### config.mk
export PLATFORM = sky130hd
export DESIGN_NAME = synth_voice
export DESIGN_NICKNAME = d
export VERILOG_FILES = /design/src/rtl/synth_voice.sv
export SDC_FILE = /design/constraint.sdc
export NUM_CORES = 1
export LEC_CHECK = 0
export ABC_AREA = 1
export ABC_CLOCK_PERIOD_IN_PS = 8300
export CAP_MARGIN = 10
export CORE_MARGIN = 10
export CORE_UTILIZATION = 35
export DETAILED_ROUTE_END_ITERATION = 8
export PLACE_DENSITY = 0.59
export SLEW_MARGIN = 15
export SYNTH_ARGS = -nofsm -noshare
export SYNTH_HDL_FRONTEND = slang
export SYNTH_SLANG_ARGS = --single-unit
### constraint.sdc
create_clock -name clk -period 8.3 [get_ports clk]
set_input_delay 0.83 -clock clk [delete_from_list [all_inputs] [get_ports clk]]
set_output_delay 0.83 -clock clk [all_outputs]
set_load 0.01 [all_outputs]
### src/rtl/synth_voice.sv
// Single-voice synthesizer: phase-accumulator oscillator, ADSR envelope,
// 3-stage scaling pipeline and first-order PDM output.
module synth_voice #(
    parameter int CLKSPEED = 50_000_000,
    parameter int DATA_W   = 10,
    parameter int PHASE_W  = 24,
    parameter int ENV_W    = 16
) (
    input  logic               clk,
    input  logic               rst,
    input  logic               gate,
    input  logic [1:0]         wave_sel,
    input  logic [PHASE_W-1:0] phase_inc,
    input  logic [ENV_W-1:0]   attack_step,
    input  logic [ENV_W-1:0]   decay_step,
    input  logic [ENV_W-1:0]   sustain_level,
    input  logic [ENV_W-1:0]   release_step,
    input  logic [15:0]        amp,
    output logic [DATA_W-1:0]  sample_out,
    output logic               dout,
    output logic [ENV_W-1:0]   env_out,
    output logic [2:0]         state_out,
    output logic               active
);

    typedef enum logic [2:0] {
        S_IDLE    = 3'd0,
        S_ATTACK  = 3'd1,
        S_DECAY   = 3'd2,
        S_SUSTAIN = 3'd3,
        S_RELEASE = 3'd4
    } state_t;

    logic [PHASE_W-1:0]      r_phase;
    logic                    r_gate_q;
    state_t                  r_state;
    state_t                  w_state_nxt;
    logic [ENV_W-1:0]        r_env;
    logic [ENV_W-1:0]        w_env_nxt;
    logic [DATA_W-1:0]       r_s1;
    logic [DATA_W-1:0]       r_s2;
    logic [DATA_W-1:0]       r_sample;
    logic [DATA_W:0]         r_acc;

    logic [DATA_W-1:0]       w_p;
    logic [DATA_W-1:0]       w_tri;
    logic [DATA_W-1:0]       w_wave;
    logic                    w_rise;
    logic [ENV_W:0]          w_att_sum;
    logic [ENV_W-1:0]        w_att_sat;
    logic [DATA_W+ENV_W-1:0] w_mul1;
    logic [DATA_W+15:0]      w_mul2;
    logic [DATA_W:0]         w_acc_sum;

    // Oscillator
    assign w_p   = r_phase[PHASE_W-1 -: DATA_W];
    assign w_tri = {w_p[DATA_W-2:0], 1'b0};

    always_comb begin
        w_wave = '0;
        case (wave_sel)
            2'd0:    w_wave = w_p;
            2'd1:    w_wave = w_p[DATA_W-1] ? '0 : {DATA_W{1'b1}};
            2'd2:    w_wave = w_p[DATA_W-1] ? ~w_tri : w_tri;
            default: w_wave = '0;
        endcase
    end

    // Envelope FSM; a gate rising edge retriggers from the current level
    assign w_rise    = gate & ~r_gate_q;
    assign w_att_sum = {1'b0, r_env} + {1'b0, attack_step};
    assign w_att_sat = w_att_sum[ENV_W] ? {ENV_W{1'b1}} : w_att_sum[ENV_W-1:0];

    always_comb begin
        w_state_nxt = r_state;
        w_env_nxt   = r_env;
        if (w_rise) begin
            w_state_nxt = S_ATTACK;
            w_env_nxt   = w_att_sat;
        end else begin
            case (r_state)
                S_IDLE: begin
                    w_env_nxt = '0;
                end
                S_ATTACK: begin
                    if (!gate) begin
                        w_state_nxt = S_RELEASE;
                    end else begin
                        w_env_nxt = w_att_sat;
                        if (w_att_sat == {ENV_W{1'b1}})
                            w_state_nxt = S_DECAY;
                    end
                end
                S_DECAY: begin
                    if (!gate) begin
                        w_state_nxt = S_RELEASE;
                    end else if ((r_env <= sustain_level) ||
                                 ((r_env - sustain_level) <= decay_step)) begin
                        w_state_nxt = S_SUSTAIN;
                        w_env_nxt   = sustain_level;
                    end else begin
                        w_env_nxt = r_env - decay_step;
                    end
                end
                S_SUSTAIN: begin
                    if (!gate)
                        w_state_nxt = S_RELEASE;
                    else
                        w_env_nxt = sustain_level;
                end
                S_RELEASE: begin
                    if (r_env <= release_step) begin
                        w_state_nxt = S_IDLE;
                        w_env_nxt   = '0;
                    end else begin
                        w_env_nxt = r_env - release_step;
                    end
                end
                default: begin
                    w_state_nxt = S_IDLE;
                    w_env_nxt   = '0;
                end
            endcase
        end
    end

    // Full-precision products, truncated to the top bits
    assign w_mul1    = {{ENV_W{1'b0}}, r_s1} * {{DATA_W{1'b0}}, r_env};
    assign w_mul2    = {16'd0, r_s2} * {{DATA_W{1'b0}}, amp};
    assign w_acc_sum = {1'b0, r_acc[DATA_W-1:0]} + {1'b0, r_sample};

    always_ff @(posedge clk or posedge rst) begin
        if (rst) begin
            r_phase  <= '0;
            r_gate_q <= 1'b0;
            r_state  <= S_IDLE;
            r_env    <= '0;
            r_s1     <= '0;
            r_s2     <= '0;
            r_sample <= '0;
            r_acc    <= '0;
        end else begin
            r_phase  <= r_phase + phase_inc;
            r_gate_q <= gate;
            r_state  <= w_state_nxt;
            r_env    <= w_env_nxt;
            r_s1     <= w_wave;
            r_s2     <= w_mul1[DATA_W+ENV_W-1:ENV_W];
            r_sample <= w_mul2[DATA_W+15:16];
            r_acc    <= w_acc_sum;
        end
    end

    // The accumulator carry bit is the registered PDM output
    assign dout       = r_acc[DATA_W];
    assign sample_out = r_sample;
    assign env_out    = r_env;
    assign state_out  = r_state;
    assign active     = (r_state != S_IDLE);

endmodule

==> impl_metrics.toml <==
[timing]
rsz0062_at_grt = "no"
hold_viol_final = 0
worst_pin_slew_ps = 1100
skew_ps = 16.1
relSlewSlack = 0.264
finalCritPeriodShare = 0.683
report.final.slew_viol_count = 0
min_period_ps = 5670
max_freq_ghz = 0.176
setup_violations = 0
final.setup.tns_ps = 0

[cells_and_area]
stdcell_area_um2 = 21200
nNetsFinal = 3287
final_cell_mix = "737 x nand2_1, 575 x inv_1, 230 x ha_1, 224 x fa_1, 164 x a21oi_1"
layout_commonest_cell = "nand2_1"
area_delta_synth_final_pct = 12.4
final_cells = 3426
drive_gt1_frac = 0.0289

[clock_tree]
cts.sinks = 85
cts_max_level = 3
cts_inserted_buffers = 9
path_clk_slew_ps = 70
clock_latency_ps = 380
cts-root-buf = "clkbuf_16"
cts_buffer_depth = 2
cts_tree = "yes"
cts_resized = 0
hold_buffers = 0
post_cts_buffers = 0

[critical_path]
critPathArrivalTime_ps = 5960
path_max_fanout = 10
worstSetupStartpointType = "primary input"
worstSetupEndpointType = "flip-flop"
cp_data_required_time_ps = 8600
path_class = "primary input to flip-flop"

[global_routing]
grt_overflow_total = 0
antenna_found_initial = 2
grt_pass1_vias = 17467
grt_pass1_wl_um = 89600
grt_max_degree = 71
grt_usage = 0.173

[placed_design]
dpl_cell_area_um2 = 20900
io_buffers = 139
place.gp.congestion = 0.926
hpwl_um = 45400
dpl.cell_count = 3409

[yosys]
yosys.area.top_type = "fa_1"
synth_flop_cell = "dfrtp_1"
synth_cells = 2641
synthTopCellsByArea = "fa_1 24%, ha_1 15%, nand2_1 15%"
netlist_area_um2 = 18900
avgSynthCellArea_um2 = 7.16
yosysUniqueCellTypes = 52
synth_edf_count = 0
async_reset_ff_frac = 1.00
synth_nets = 3204
synth_seq_cells = 85
seq_area_frac_synth = 0.113
yosysTopAreaCellShare = 0.237
ys_warn_count = 0

[detailed_routing]
drt_iter0_drc = 835
vias_per_cell = 4.88
vias = 16719
drtPass1Iterations = 5
drt-wirelength-per-cell_um = 15.8
wl_um = 54000
drc = 0
postRouteAntennaNets = 0

[floorplan]
die_h_um = 252
dieArea_um2 = 63700
row_count = 85
die_x_um = 252
core_area_um2 = 53600
ios = 140
start_util = 0.353

[worst_hold_path]
hp-class = "flip-flop to flip-flop"

[run_status]
status = "complete, no violations"

[flow_run]
cap_violations = 0
-- registers in the layout, indices dropped and copies added (netlist names) --
name        count
state_out       3
r_s2           10
r_acc          11
sample_out     10
r_gate_q        1
r_phase        24
r_s1           10
env_out        16
-- cell families after synthesis --
group                    share of synthesized area
AO/OA/AOI/OAI                               0.0936
XOR/XNOR                                    0.0449
adder cells (fa/ha/maj)                      0.389
buffers and inverters                        0.134
flip-flops                                   0.113
AND/OR/NAND/NOR                              0.225
-- metrics by stage --
| stage | utilization | hold WS, ps | setup slack [ps] |
|---|---|---|---|
| after floorplan | - | 443 | 3140 |
| after global placement | 0.391 | 453 | 2320 |
| final | 0.396 | 471 | 2630 |
| after global routing | 0.396 | 487 | 2310 |
| after detailed placement | 0.391 | 460 | 2240 |
| after CTS | 0.396 | 477 | 2610 |
-- cell usage after synthesis (all sizes together), types with 16 or more instances --
library cell / instances
fa: 224
nor2: 126
clkbuf: 71
nand2: 742
o211ai: 16
a21o: 17
nor3: 17
inv: 580
xnor2: 42
nand3: 113
nand4: 19
xor2: 55
ha: 230
o21ai: 55
dfrtp: 85
a21oi: 178
-- final timing paths --
path,depth (start not counted),startpoint,to,slack (ps)
max,20,amp[11],sample_out[7],2630
max in group asynchronous,3,rst,r_s2[8],6320
min reg2reg,1,r_acc[0],r_acc[0],470
min in group asynchronous,2,rst,r_phase[0],710
min,1,r_acc[0],r_acc[0],470
max reg2reg,23,env_out[5],r_s2[9],2950
-- critical path: stages --
cell and delay, ps:
clkdlybuf4s50_1 750, nand2_1 160, fa_1 570, inv_1 60, fa_1 490, fa_1 480
fa_1 550, inv_1 60, fa_1 490, inv_1 50, ha_1 300, nand2_1 110
nor3_1 260, nand3_1 100, nand3_1 150, nand3_1 90, nand2_1 140, nand3_1 90
nand2_1 80, xor2_1 150
-- per-layer routing --
metal / track usage / part of all wire / routed length (µm) / up-vias
met5: 0 / 0.00030 / 16 / -
met4: 0.0434 / 0.019 / 1040 / 2
met3: 0.0346 / 0.057 / 3070 / 68
met2: 0.294 / 0.47 / 25200 / 369
met1: 0.222 / 0.46 / 24600 / 8038
li1: - / - / - / 8242
-- layout make-up --
class / instances / area, µm²
Multi-Input combinational cell: 1893 / 14200
Clock inverter: 7 / 82.6
Timing Repair Buffer: 155 / 1510
Tap cell: 696 / 871
Clock buffer: 9 / 225
Antenna cell: 1 / 2.50
Sequential cell: 85 / 2130
Inverter: 580 / 2180
Fill cell: 5643 / 32400
Power is not shown: default switching activity piles up to over one toggle a cycle in this logic, so the estimate is an artifact.
